--- src/rtl/coin_pkg.sv ---
// Shared types and default constants for the coin/credit front end.
// Optional build macro: FREE_PLAY_EN (credits never required or consumed).
package coin_pkg;

  typedef enum logic [1:0] {
    ATTRACT = 2'd0,
    START   = 2'd1,
    PLAY    = 2'd2
  } coin_state_e;

  localparam int unsigned DEBOUNCE_CYC_DEF = 500000;   // 10 ms at 50 MHz
  localparam int unsigned LOCKOUT_CYC_DEF  = 15000000; // coin animation length
  localparam int unsigned MAX_CREDITS_DEF  = 9;

  // Bits needed to hold values 0..max_val (at least one bit).
  function automatic int unsigned cnt_width(input int unsigned max_val);
    return (max_val < 2) ? 1 : $clog2(max_val + 1);
  endfunction

endpackage

--- src/rtl/btn_debounce.sv ---
// Raw button front end: 2-flop synchroniser, stability counter and a
// one-cycle press pulse on every accepted 0->1 level change.
module btn_debounce
  import coin_pkg::*;
#(
  parameter int unsigned DEBOUNCE_CYC = DEBOUNCE_CYC_DEF
) (
  input  logic clk_i,
  input  logic reset_i,
  input  logic btn_i,
  output logic press_o
);

  localparam int unsigned CNT_W = cnt_width(DEBOUNCE_CYC);

  logic             sync1_q, sync2_q;
  logic             stable_q, stable_d;
  logic             press_q, press_d;
  logic [CNT_W-1:0] cnt_q, cnt_d;

  // Count consecutive synchronised samples that differ from the accepted
  // level; any sample equal to the accepted level restarts the count.
  always_comb begin
    stable_d = stable_q;
    cnt_d    = cnt_q;
    press_d  = 1'b0;
    if (sync2_q == stable_q) begin
      cnt_d = '0;
    end else if (cnt_q == CNT_W'(DEBOUNCE_CYC - 1)) begin
      stable_d = sync2_q;
      cnt_d    = '0;
      press_d  = sync2_q;
    end else begin
      cnt_d = cnt_q + 1'b1;
    end
  end

  // Synchroniser and debounce state registers.
  always_ff @(posedge clk_i or posedge reset_i) begin
    if (reset_i) begin
      sync1_q  <= 1'b0;
      sync2_q  <= 1'b0;
      stable_q <= 1'b0;
      cnt_q    <= '0;
      press_q  <= 1'b0;
    end else begin
      sync1_q  <= btn_i;
      sync2_q  <= sync1_q;
      stable_q <= stable_d;
      cnt_q    <= cnt_d;
      press_q  <= press_d;
    end
  end

  assign press_o = press_q;

endmodule

--- src/rtl/coin_credit_ctrl.sv ---
// Arcade coin/credit front end: debounced coin and start buttons, saturating
// credit count, rate-limited e_piece pulses and the attract/start/play FSM.
// Optional build macro: FREE_PLAY_EN -- start never needs or consumes
// credits; coins are credited and pulse e_piece/coin_reject in any mode.
module coin_credit_ctrl
  import coin_pkg::*;
#(
  parameter int unsigned DEBOUNCE_CYC = DEBOUNCE_CYC_DEF,
  parameter int unsigned LOCKOUT_CYC  = LOCKOUT_CYC_DEF,
  parameter int unsigned MAX_CREDITS  = MAX_CREDITS_DEF,
  parameter int unsigned CREDIT_W     = 4
) (
  input  logic                clk,
  input  logic                reset,
  input  logic                coin_btn,
  input  logic                start_btn,
  input  logic                mode_arcade,
  input  logic                game_over,
  output logic                e_piece,
  output logic                coin_reject,
  output logic                game_start,
  output logic [CREDIT_W-1:0] credits,
  output logic                playing,
  output coin_state_e         dbg_state_o
);

  localparam int unsigned LOCK_W = cnt_width(LOCKOUT_CYC);

  logic coin_press, start_press;
  logic coin_en, need_credit;

  coin_state_e         state_q, state_d;
  logic [CREDIT_W-1:0] credits_q, credits_d;
  logic [LOCK_W-1:0]   lock_q, lock_d;
  logic                e_piece_q, e_piece_d;
  logic                reject_q, reject_d;

  btn_debounce #(.DEBOUNCE_CYC(DEBOUNCE_CYC)) u_coin_db (
    .clk_i   (clk),
    .reset_i (reset),
    .btn_i   (coin_btn),
    .press_o (coin_press)
  );

  btn_debounce #(.DEBOUNCE_CYC(DEBOUNCE_CYC)) u_start_db (
    .clk_i   (clk),
    .reset_i (reset),
    .btn_i   (start_btn),
    .press_o (start_press)
  );

`ifdef FREE_PLAY_EN
  assign coin_en     = 1'b1;
  assign need_credit = 1'b0;
`else
  assign coin_en     = mode_arcade;
  assign need_credit = mode_arcade;
`endif

  // Credit arithmetic and lockout: the coin is applied first, then the
  // START charge, so a coin and a grant in one cycle net to zero.
  always_comb begin
    credits_d = credits_q;
    lock_d    = (lock_q != '0) ? lock_q - 1'b1 : lock_q;
    e_piece_d = 1'b0;
    reject_d  = 1'b0;
    if (coin_press && coin_en) begin
      if (credits_q < CREDIT_W'(MAX_CREDITS)) begin
        credits_d = credits_q + 1'b1;
        if (lock_q == '0) begin
          e_piece_d = 1'b1;
          lock_d    = LOCK_W'(LOCKOUT_CYC - 1);
        end
      end else begin
        reject_d = 1'b1;
      end
    end
    if ((state_q == START) && need_credit && (credits_d != '0)) begin
      credits_d = credits_d - 1'b1;
    end
  end

  // Phase FSM next state; the start check sees the registered credit count.
  always_comb begin
    state_d = state_q;
    case (state_q)
      ATTRACT: if (start_press && game_over && (!need_credit || (credits_q != '0)))
                 state_d = START;
      START:   state_d = PLAY;
      PLAY:    if (game_over) state_d = ATTRACT;
      default: state_d = ATTRACT;
    endcase
  end

  // State, credit, lockout and pulse registers.
  always_ff @(posedge clk or posedge reset) begin
    if (reset) begin
      state_q   <= ATTRACT;
      credits_q <= '0;
      lock_q    <= '0;
      e_piece_q <= 1'b0;
      reject_q  <= 1'b0;
    end else begin
      state_q   <= state_d;
      credits_q <= credits_d;
      lock_q    <= lock_d;
      e_piece_q <= e_piece_d;
      reject_q  <= reject_d;
    end
  end

  assign e_piece     = e_piece_q;
  assign coin_reject = reject_q;
  assign game_start  = (state_q == START);
  assign playing     = (state_q == PLAY);
  assign credits     = credits_q;
  assign dbg_state_o = state_q;

endmodule

--- config.mk ---
export PLATFORM = sky130hd
export DESIGN_NAME = coin_credit_ctrl
export DESIGN_NICKNAME = d
export VERILOG_FILES = /design/src/rtl/coin_pkg.sv /design/src/rtl/btn_debounce.sv /design/src/rtl/coin_credit_ctrl.sv
export SDC_FILE = /design/constraint.sdc
export NUM_CORES = 1
export LEC_CHECK = 0
export ABC_AREA = 1
export BUFFER_PORTS_ARGS = -buffer_cell sky130_fd_sc_hd__buf_4
export CORE_UTILIZATION = 56
export CTS_CLUSTER_SIZE = 25
export DETAILED_ROUTE_END_ITERATION = 12
export PLACE_DENSITY = 0.83
export SYNTH_ARGS = -nofsm -noshare
export SYNTH_HDL_FRONTEND = slang
export SYNTH_SLANG_ARGS = --single-unit
--- constraint.sdc ---
create_clock -name clk -period 2.65 [get_ports clk]
set_clock_uncertainty 0.05 [all_clocks]
set_input_delay 0.6625 -clock clk [delete_from_list [all_inputs] [get_ports clk]]
set_output_delay 0.6625 -clock clk [all_outputs]
set_load 0.05 [all_outputs]
==> results.md, run 1 <==
* Commonest non-fill, non-tap cells in the layout: 130 x nand2_1, 112 x nor2_1, 78 x dfrtp_1
* Die height at 91.6 um
* Total CTS buffers at 9
* CTS Buffer Depth at 2
* CTS tree: done
* Initial antenna violation count at 0
* RR Endpoint: credits[3]
* Met1 GRT Util at a little under a third
* Fin crit period at 2.23 ns
* Worst path slowest cell: dfrtp_1
* Worst hold slack at between 0.2 and 0.3 ns
* Cell Pwr Density at 412 nW/um2
* Syn_nets at between 600 and 700
* Busiest grt layer: met2
* CP Launch Point: credits[0]
* Critical R2R Launch: credits[0]
* Worst R2R Setup Slack at between 0.4 and 0.5 ns
* Post-CTS Setup Inserts at 0
* CP most frequent cell: nand2_1
* Number of synthesized register bits at 78
* Number of synthesized flops with an enable pin at 0
* Compound-cell area share of the yosys netlist at under 10%
* Core Util, Final at a little under two thirds
* Number of global-route vias before repair at 3835
* Post-Synthesis Cells at between 500 and 600
* Slew Viols, Final at 0
* Largest net degree at the start of global routing at 58
* Met2 usage at roughly 42%
* DRC at 0
* # fillers at 670
* Worst Reg2Reg Path Length in Cells at 15
* Core area at 7730 um2
* Register area share after synthesis at around 43%
* Post-synthesis xor/xnor area fraction at 3.31%
* CP max FO at 6
* Top Ports at 16
* Leakage at about 0.0023 uW
* Max-cap violations at 0
* Unrepaired setup endpoints after global routing: false
* Iteration count of the initial detailed-routing pass at 6
* Clk sinks at 78
* Cell Area, Synth at approximately 4500 um2
* Floorplan row count at 32
* Ant diodes at 0
* Peak VDD IR at roughly 0.36 mV
* Slew @ Worst Pin at 0.498 ns
* Worst EP required at 2.85 ns
* Period utilization at between 80% and 90%
* Layout Nets at approximately 640
* Share of post-route cells with drive strength above 1 at under 10%
* First-pass GRT wire length at ~17000 um
* GRT Total Usage at approximately 25%
* Slew HR at 66.7%
* Most common cell after layout, fill and taps aside: nand2_1
* Max H-tree Level at 3
* Starting Density at 58.2%
* Startpoint class of the critical path: register
* Die area at around 8400 um2
* Via count at slightly below 4000
* Post-cts resize count at 0
* Post-synthesis simple-gate area fraction at around 38%
* Final ANT Viol Nets at 0
* Crit path capture type: register
* Final setup violation count at 0
* Top_reg_cell synth: dfrtp_1
* DP Area at 4740 um2
* Setup TNS at 0 ns
* Syn-to-layout area delta at 8.99%
* Slowest stage delay, CP at 0.44 ns
* Post-synthesis mux area share at 0%
* Post-layout instance area at 4900 um2
* Gr ovfl total at 0
* Clock transition at the registers of the reported paths at 0.07 ns
* Area of the multi-input gates at about 2200 um2
* HP Class: in2async
* Avg Cell Area, Syn at 7.53 um2
* Clock Latency Late Sink at between 0.3 and 0.4 ns
* Width of the die at 91.6 um
* Adder-Cell Fraction of Synth Area at 2.51%
* CP cell instances: inv_1 -> ha_1 -> nand2_1 -> nand2_1 -> nand2_1 -> nand2_1 -> nand2_2 -> ha_1 -> inv_1 -> nor2_1 -> nand2_1 -> nand2_2 -> inv_2 -> nand2_1 -> nand2_1
* HPWL after DPL at approximately 7000 um
* Fmax at roughly 450 MHz
* Synth warnings at 0
* DRT Wirelength at between 9000 and 10000 um
* Final std cells w/o fill at 726
* DRT iter0 DRCs at between 150 and 200
* Clock root buffer: clkbuf_8
* Via density per instance at 5.48
* Cells after DPL at about 710
* CP arrival at 2.43 ns
* Sequential cell area at ~2000 um2
* Global-route met3 utilization at under 10%
* Main combinational cell family by area after synthesis: simple AND/OR/NAND/NOR gates
* CP Class: reg2reg
* Hold buffer count at cts at 0
* Status: finished, final reports clean
* Worst Setup EP: credits[3]
* Hold Vio Cnt, Final at 0
* Wire per inst at between 10 and 15 um
* GPL Wtd Cong at between 0.9 and 1
* Ys async rst share at 100%
* Unique cell type count in the Yosys netlist at 40
* Port bufs at 15
-- report_power, final --
part           internal [uW]  leakage (uW)  switching, uW
logic                   17.4       0.00120           43.9
registers               1200       0.00100           10.7
clock network            357     0.0000756            390
total                   1570       0.00228            444
-- flip-flops by register name (all words and copies together), names as in the netlist --
register / count
dbg_state_o: 2
credits: 4
lock_q: 24
u_start_db.sync2_q: 1
u_coin_db.cnt_q: 19
u_coin_db.sync1_q: 1
u_start_db.sync1_q: 1
u_start_db.press_o: 1
e_piece: 1
u_coin_db.press_o: 1
u_coin_db.stable_q: 1
coin_reject: 1
u_start_db.cnt_q: 19
u_start_db.stable_q: 1
u_coin_db.sync2_q: 1
-- final cells by class --
class | count | area share, %
clock buffer | 13 | 3.04
clock inverter | 1 | 0.153
inverter | 81 | 6.28
multi-input combinational | 435 | 45.4
sequential | 78 | 39.8
tap | 102 | 2.61
timing repair buffer | 16 | 2.71
-- Yosys cell counts, types with 2 or more instances --
master / instances / area (um2)
nand2_1: 130 / 488
nor2_1: 112 / 420
dfrtp_1: 78 / 1950
inv_1: 76 / 285
nand3_1: 39 / 195
nand4_1: 31 / 194
nor3_1: 15 / 75.1
a21oi_1: 12 / 60.1
xor2_1: 12 / 105
o21ai_0: 10 / 50.1
ha_1: 9 / 113
nand2_2: 7 / 43.8
o21ai_1: 7 / 35.0
inv_2: 5 / 18.8
o31ai_1: 5 / 37.5
xnor2_1: 5 / 43.8
nand3_2: 4 / 40.0
or2_0: 4 / 25.0
a31oi_1: 3 / 18.8
nand3b_1: 3 / 22.5
nor2_2: 3 / 18.8
nor3_2: 3 / 30.0
nor4_1: 3 / 18.8
nor2_4: 2 / 22.5
nor3_4: 2 / 32.5
o211ai_1: 2 / 15.0
o21bai_1: 2 / 15.0
-- metrics by stage --
step | setup WS (ns) | power [uW]
CTS | 0.438 | 2050
global route | 0.234 | 2090
floorplan | 0.356 | 1270
global placement | 0.487 | 1290
detailed placement | 0.420 | 1300
finish | 0.419 | 2020
-- kinds of logic (layout without fill, tap and decap cells) --
family | Yosys count | count (layout)
and+or+nand+nor | 363 | 363
xor gates and xnor gates | 17 | 17
adders and majority gates | 9 | 9
DFF | 78 | 78
buffers and inverters | 84 | 111
AOI/OAI and AO/OA | 46 | 46
-- worst min path at each step --
stage	to	slack, ns	cells after the start
CTS	credits[2]	0.29	2
global route	credits[2]	0.32	2
detailed placement	u_start_db.sync2_q	0.29	0
global placement	u_coin_db.sync2_q	0.29	0
finish	credits[2]	0.29	2
floorplan	u_coin_db.sync2_q	0.28	0
-- critical path, delay by kind of cell (launching register included) --
family	cells	cell delay [ns]
fa+ha+maj	2	0.42
buf+inv	3	0.22
flops	1	0.44
simple gates	10	1.00
-- routing by layer --
layer	up-vias	wire length, um
met3	25	525
met2	137	4570
met5	-	0
met1	1837	4070
li1	1981	-
met4	0	205
Note: power is estimated with default switching activity, not from simulation.
==> run 2, diff against run 1 <==
--- a/config.mk
+++ b/config.mk
@@ -5,12 +5,12 @@
 export SDC_FILE = /design/constraint.sdc
 export NUM_CORES = 1
 export LEC_CHECK = 0
-export ABC_AREA = 1
+export ABC_AREA = 0
 export BUFFER_PORTS_ARGS = -buffer_cell sky130_fd_sc_hd__buf_4
-export CORE_UTILIZATION = 56
+export CORE_UTILIZATION = 60
 export CTS_CLUSTER_SIZE = 25
 export DETAILED_ROUTE_END_ITERATION = 12
-export PLACE_DENSITY = 0.83
+export PLACE_DENSITY = 0.85
 export SYNTH_ARGS = -nofsm -noshare
 export SYNTH_HDL_FRONTEND = slang
 export SYNTH_SLANG_ARGS = --single-unit
==> constraint.sdc (replaced) <==
create_clock -name clk -period 2.1 [get_ports clk]
set_clock_uncertainty 0.05 [all_clocks]
set_input_delay 0.525 -clock clk [delete_from_list [all_inputs] [get_ports clk]]
set_output_delay 0.525 -clock clk [all_outputs]
set_load 0.05 [all_outputs]
==> results.md, run 2 <==
* HPWL after DPL at 5610 um
* Layout Nets at around 450
* HP Class: in2async
* Leakage at between 0.002 and 0.0025 uW
* Final setup violation count at 0
* Iteration count of the initial detailed-routing pass at 5
* Clock root buffer: clkbuf_8
* DRC at 0
* Die area at between 6000 and 7000 um2
* Fmax at roughly 480 MHz
* Core area at between 6000 and 7000 um2
* Slew @ Worst Pin at 0.512 ns
* Status: finished, final reports clean
* CP max FO at 8
* Avg Cell Area, Syn at approximately 10 um2
* Width of the die at between 80 and 90 um
* Via density per instance at between 5 and 6
* Number of synthesized flops with an enable pin at 0
* Gr ovfl total at 0
* Top cell type's share of synthesized area at 50.5%
* Largest regs: lock_q: 24 flops, u_coin_db.cnt_q: 19 flops, u_start_db.cnt_q: 19 flops
* Largest net degree at the start of global routing at 24
* Ys async rst share at 100%
* Slew Viols, Final at 0
* Most frequent cells after synthesis: 78 x dfrtp_1, 57 x nor2_1, 27 x xor2_1
* Number of global-route vias before repair at 3082
* Max FFs per register at 24
* Most common cell after layout, fill and taps aside: dfrtp_1
* Area contributors post-synth: dfrtp_1 51%, xor2_1 6.1%, nor2_1 5.5%
* Via count at between 3000 and 4000
* Slew HR at 65.8%
* Top_reg_cell synth: dfrtp_1
* Cell-internal power at approximately 2100 uW
* Ant diodes at 0
* Worst EP required at around 2.4 ns
* Syn_nets at 400
* Total CTS buffers at 9
* Max-cap violations at 0
* Clk sinks at 78
* Combinational group share of total power at about 2.9%
* Cell Pwr Density at around 600 nW/um2
* CTS Buffer Depth at 2
* Synth warnings at 0
* Max H-tree Level at 3
* Startpoint class of the critical path: register
* Post-Synthesis Cells at a little under 400
* Share of post-route cells with drive strength above 1 at between 20% and 30%
* Number of synthesized register bits at slightly below 80
* Worst hold slack at 0.143 ns
* CP arrival at about 2.3 ns
* Die height at 82.3 um
* Most numerous cell in the Yosys netlist: dfrtp_1
* # fillers at 370
* Commonest non-fill, non-tap cells in the layout: 73 x dfrtp_1, 56 x nor2_1, 47 x buf_4
* Top Ports at 16
* Fin crit period at 2.07 ns
* CTS tree: done
* DRT iter0 DRCs at approximately 280
* First-pass GRT wire length at ~14000 um
* GPL Wtd Cong at just under 0.9
* Final ANT Viol Nets at 0
* Syn-to-layout area delta at 21.0%
* Top cell type by total area after synthesis: dfrtp_1
* Hold Vio Cnt, Final at 0
* P_sw at 686 uW
* Cell Area, Synth at between 3000 and 4000 um2
* GRT Total Usage at about 28%
* Unique cell type count in the Yosys netlist at 51
* Port bufs at 15
* Clock transition at the registers of the reported paths at 0.09 ns
* Initial antenna violation count at 0
* Floorplan row count at 28
* Peak VDD IR at around 0.5 mV
* CP Class: reg2reg
* Clk network pwr share at between 40% and 50%
* DRT Wirelength at about 8600 um
* Wire per inst at 16.6 um
* Register area share after synthesis at about half
* Crit path capture type: register
* Core Util, Final at slightly below 80%
* Sw Share at between 20% and 30%
* Clock Latency Late Sink at 0.36 ns
* Period utilization at 98.5%
* Reg with most FFs: lock_q
* Seq pwr share at between 50% and 60%
* Starting Density at approximately 64%
* Setup TNS at 0 ns
## run 2: cell count changes in the layout (fill, tap and decap cells not counted), moves of 5 or more
cell,delta
a21oi_1,-8
and3_1,+7
buf_4,+32
dfrtp_1,-5
inv_1,-63
nand2_1,-105
nand2_2,-7
nand3_1,-16
nand4_1,-25
nor2_1,-56
o21ai_1,-6
xnor2_1,+17
xor2_1,+15
## run 2: final timing paths
kind                                        to  depth (start not counted)  slack [ns]               from
setup / recovery                    lock_q[21]                          9        0.03          lock_q[0]
hold / removal             u_start_db.cnt_q[4]                          2        0.14              reset
setup reg to reg                    lock_q[21]                          9        0.03          lock_q[0]
hold reg to reg              u_coin_db.sync2_q                          0        0.30  u_coin_db.sync1_q
max in group asynchronous            lock_q[5]                          3        1.28              reset
min in group clk             u_coin_db.sync1_q                          1        0.21           coin_btn
## run 2: routing by layer
| metal | vias up | share of wire, % | track usage, % |
|---|---|---|---|
| li1 | 1445 | - | - |
| met2 | 80 | 51 | 47.1 |
| met5 | - | 0 | 0 |
| met4 | 0 | 2.3 | 12.1 |
| met1 | 1528 | 43 | 35.8 |
| met3 | 24 | 3.8 | 5.49 |
## run 2: what timing repair did
action | in CTS | in global routing
buffers inserted | 0 | 5
pin swaps | 2 | 8
endpoints found under the setup margin | 4 | 42
endpoints found under the hold margin | 0 | 0
hold buffers | 0 | 0
gates resized for setup | 2 | 20
## run 2: cells by family (layout without fill, tap and decap cells)
logic type	count (synthesis)	in the layout	share of synthesized area [%]
AND/OR/NAND/NOR	182	182	24.9
flip-flops	78	78	50.5
XOR/XNOR	50	50	11.3
AO/OA/AOI/OAI	38	38	6.70
buffers and inverters	24	80	2.56
adder cells (fa/ha/maj)	9	9	2.91
multiplexers	4	4	1.10
## run 2: stage by stage
step | setup slack, ns | area, um2 | instances | power (uW)
floorplan | -0.190 | 3950 | 385 | 1600
detailed placement | -0.132 | 4350 | 495 | 1640
global route | -0.0571 | 4680 | 516 | 2880
finish | 0.0319 | 4680 | 516 | 2790
CTS | 0.000186 | 4550 | 511 | 2800
global placement | -0.00355 | 4350 | 495 | 1630
## run 2: power by group through the flow
| stage | Sequential (uW) | Combinational (uW) | Clock (uW) |
|---|---|---|---|
| 2_1_floorplan | 1550 | 50.5 | 0 |
| 6_report | 1530 | 82.1 | 1180 |
| 4_1_cts | 1530 | 82.8 | 1190 |
| 3_3_place_gp | 1550 | 80.6 | 0 |
| 5_1_grt | 1530 | 96.5 | 1260 |
| 3_5_place_dp | 1560 | 82.5 | 0 |
## run 2: area by class of cell
cell class	count	area [um2]	share of cell area (%)
inverters	15	62.6	1.34
flip-flops and latches	78	1960	41.9
repair buffers	49	393	8.40
clock buffers	9	124	2.65
clock inverters	7	80.1	1.71
well taps	75	93.8	2.01
multi-input cells	283	1960	42.0
## run 2: critical path: stages (launching register included)
cell     delay [ns]
dfrtp_1        0.44
inv_1          0.10
ha_1           0.20
nor2b_2        0.16
nand4_1        0.19
o21ai_1        0.09
buf_4          0.18
buf_4          0.15
or3_1          0.35
nand3_1        0.10
==> run 3, diff against run 2 <==
--- a/config.mk
+++ b/config.mk
@@ -5,12 +5,13 @@
 export SDC_FILE = /design/constraint.sdc
 export NUM_CORES = 1
 export LEC_CHECK = 0
-export ABC_AREA = 0
+export ABC_AREA = 1
 export BUFFER_PORTS_ARGS = -buffer_cell sky130_fd_sc_hd__buf_4
 export CORE_UTILIZATION = 60
 export CTS_CLUSTER_SIZE = 25
 export DETAILED_ROUTE_END_ITERATION = 12
 export PLACE_DENSITY = 0.85
+export RECOVER_POWER = 100
 export SYNTH_ARGS = -nofsm -noshare
 export SYNTH_HDL_FRONTEND = slang
 export SYNTH_SLANG_ARGS = --single-unit
==> results.md, run 3 (synthesis gave the netlist of run 1 again) <==
* CP arrival at approximately 2.2 ns
* Layout Nets at between 600 and 700
* DRC at 0
* Leakage at 0.00234 uW
* CTS Buffer Depth at 2
* Floorplan row count at 31
* Slowest stage delay, CP at a little over 0.4 ns
* Final ANT Viol Nets at 0
* CP Class: reg2reg
* Final setup violation count at 0
* CTS tree: done
* Core Util, Final at 68.7%
* Port bufs at 15
* Starting Density at approximately three fifths
* Slew HR at between 30% and 40%
* Via density per instance at ~5.4
* Worst R2R Setup Slack at 0.12 ns
* CP cell instances: inv_2 -> ha_1 -> nand2_2 -> nand2_4 -> nand2_4 -> nand2_1 -> nand2_2 -> ha_2 -> inv_1 -> nor2_1 -> nand2_1 -> nand2_2 -> inv_2 -> nand2_1 -> nand2_1
* CP Launch Point: credits[0]
* Max FFs per register at 24
* Reg with most FFs: lock_q
* Worst path slowest cell: dfrtp_2
* Syn-to-layout area delta at 10.9%
* Crit path depth at 15
* Most common cell after layout, fill and taps aside: nand2_1
* GPL Wtd Cong at between 0.9 and 1
* Crit path buf inv count at 3
* Cell Pwr Density at approximately 550 nW/um2
* Share of post-route cells with drive strength above 1 at 12.0%
* Fmax at between 500 and 600 MHz
* Number of global-route vias before repair at 3710
* Status: finished, final reports clean
* Crit-path leading delay family: simple AND/OR/NAND/NOR gates
* Cells after DPL at 711
* Gr ovfl total at 0
* Total CTS buffers at 9
* Crit path capture type: register
* Setup slack after layout at roughly 0.12 ns
* First-pass GRT wire length at around 16000 um
* Fin crit period at 1.98 ns
* Max H-tree Level at 3
* Worst EP required at 2.30 ns
* GRT Total Usage at about a quarter
* Slew @ Worst Pin at 0.938 ns
* Clk sinks at between 70 and 80
* DRT iter0 DRCs at about 180
* Max-cap violations at 0
* Die area at 7840 um2
* Largest net degree at the start of global routing at 35
* Startpoint class of the critical path: register
* Wire per inst at between 10 and 15 um
* Core area at 7250 um2
* Slew Viols, Final at 0
* Ant diodes at 0
* CP max FO at 6
* HP Class: in2reg
* Worst Reg2Reg Path Length in Cells at 15
* DRT Wirelength at roughly 9600 um
* Period utilization at between 90% and 100%
* HPWL after DPL at 7080 um
* CP most frequent cell: nand2_1
* Commonest non-fill, non-tap cells in the layout: 127 x nand2_1, 112 x nor2_1, 76 x dfrtp_1
* Clock Latency Late Sink at between 0.3 and 0.4 ns
* Initial antenna violation count at 0
* Final std cells w/o fill at 731
* RR Endpoint: credits[0]
* Clock transition at the registers of the reported paths at 0.09 ns
* Hold buffer count at cts at 0
* Worst Setup EP: credits[0]
* Critical R2R Launch: credits[0]
* Peak VDD IR at 0.408 mV
* Hold Vio Cnt, Final at 0
* Iteration count of the initial detailed-routing pass at 5
* Setup TNS at 0 ns
* Top Ports at 16
* Largest regs: lock_q: 24 flops, u_coin_db.cnt_q: 19 flops, u_start_db.cnt_q: 19 flops
* DP Worst Slack at 0.0407 ns
* Via count at roughly 4000
* Die height at about 89 um
* Clock root buffer: clkbuf_8
* PnR Total Power at ~2700 uW
* Width of the die at ~90 um
## run 3: worst min path at each step
stage / from / to / slack [ns] / depth (start not counted)
2_1_floorplan: u_coin_db.sync1_q / u_coin_db.sync2_q / 0.28 / 0
3_3_place_gp: u_coin_db.sync1_q / u_coin_db.sync2_q / 0.29 / 0
3_5_place_dp: u_coin_db.sync1_q / u_coin_db.sync2_q / 0.29 / 0
4_1_cts: reset / u_start_db.cnt_q[12] / 0.16 / 2
5_1_grt: start_btn / u_start_db.sync1_q / 0.23 / 1
6_report: coin_btn / u_coin_db.sync1_q / 0.25 / 1
## run 3: per-stage QoR
| step | area [um2] | hold WS [ns] |
|---|---|---|
| 2_1_floorplan | 4500 | 0.281 |
| 3_3_place_gp | 4770 | 0.286 |
| 3_5_place_dp | 4770 | 0.291 |
| 4_1_cts | 4980 | 0.163 |
| 5_1_grt | 4980 | 0.231 |
| 6_report | 4980 | 0.252 |
## run 3: timing repair
item / CTS / global route
setup buffers: 1 / 3
pin swaps: 1 / 3
resized for setup: 0 / 6
endpoints found under the setup margin: 1 / 4
hold endpoints to repair: 0 / 0
## run 3: cell type report
class                      instances  area (um2)
clock buffer                      10         138
clock inverter                     6        61.3
fill                             598        2270
inverter                          81         305
multi-input combinational        435        2240
sequential                        78        1950
tap                               99         124
timing repair buffer              22         160
## run 3: report_power, final
part	switching, uW	total [uW]	internal [uW]
registers	13.8	1530	1510
logic	55.2	74.1	18.9
clock network	547	1120	577
## run 3: metal layers
metal / part of all wire (%) / up-vias / GRT usage (%)
met3: 3.8 / 20 / 5.41
met1: 45 / 1866 / 34.4
met4: 1.9 / 0 / 11.1
met2: 49 / 94 / 43.8
met5: 0 / - / 0
li1: - / 1996 / -
## run 3: worst register-to-register path, stage by stage, from the launching register on
cell	delay, ns
dfrtp_2	0.41
inv_2	0.06
ha_1	0.22
nand2_2	0.11
nand2_4	0.09
nand2_4	0.09
nand2_1	0.08
nand2_2	0.09
ha_2	0.20
inv_1	0.04
nor2_1	0.09
nand2_1	0.07
nand2_2	0.12
inv_2	0.05
nand2_1	0.06
nand2_1	0.05
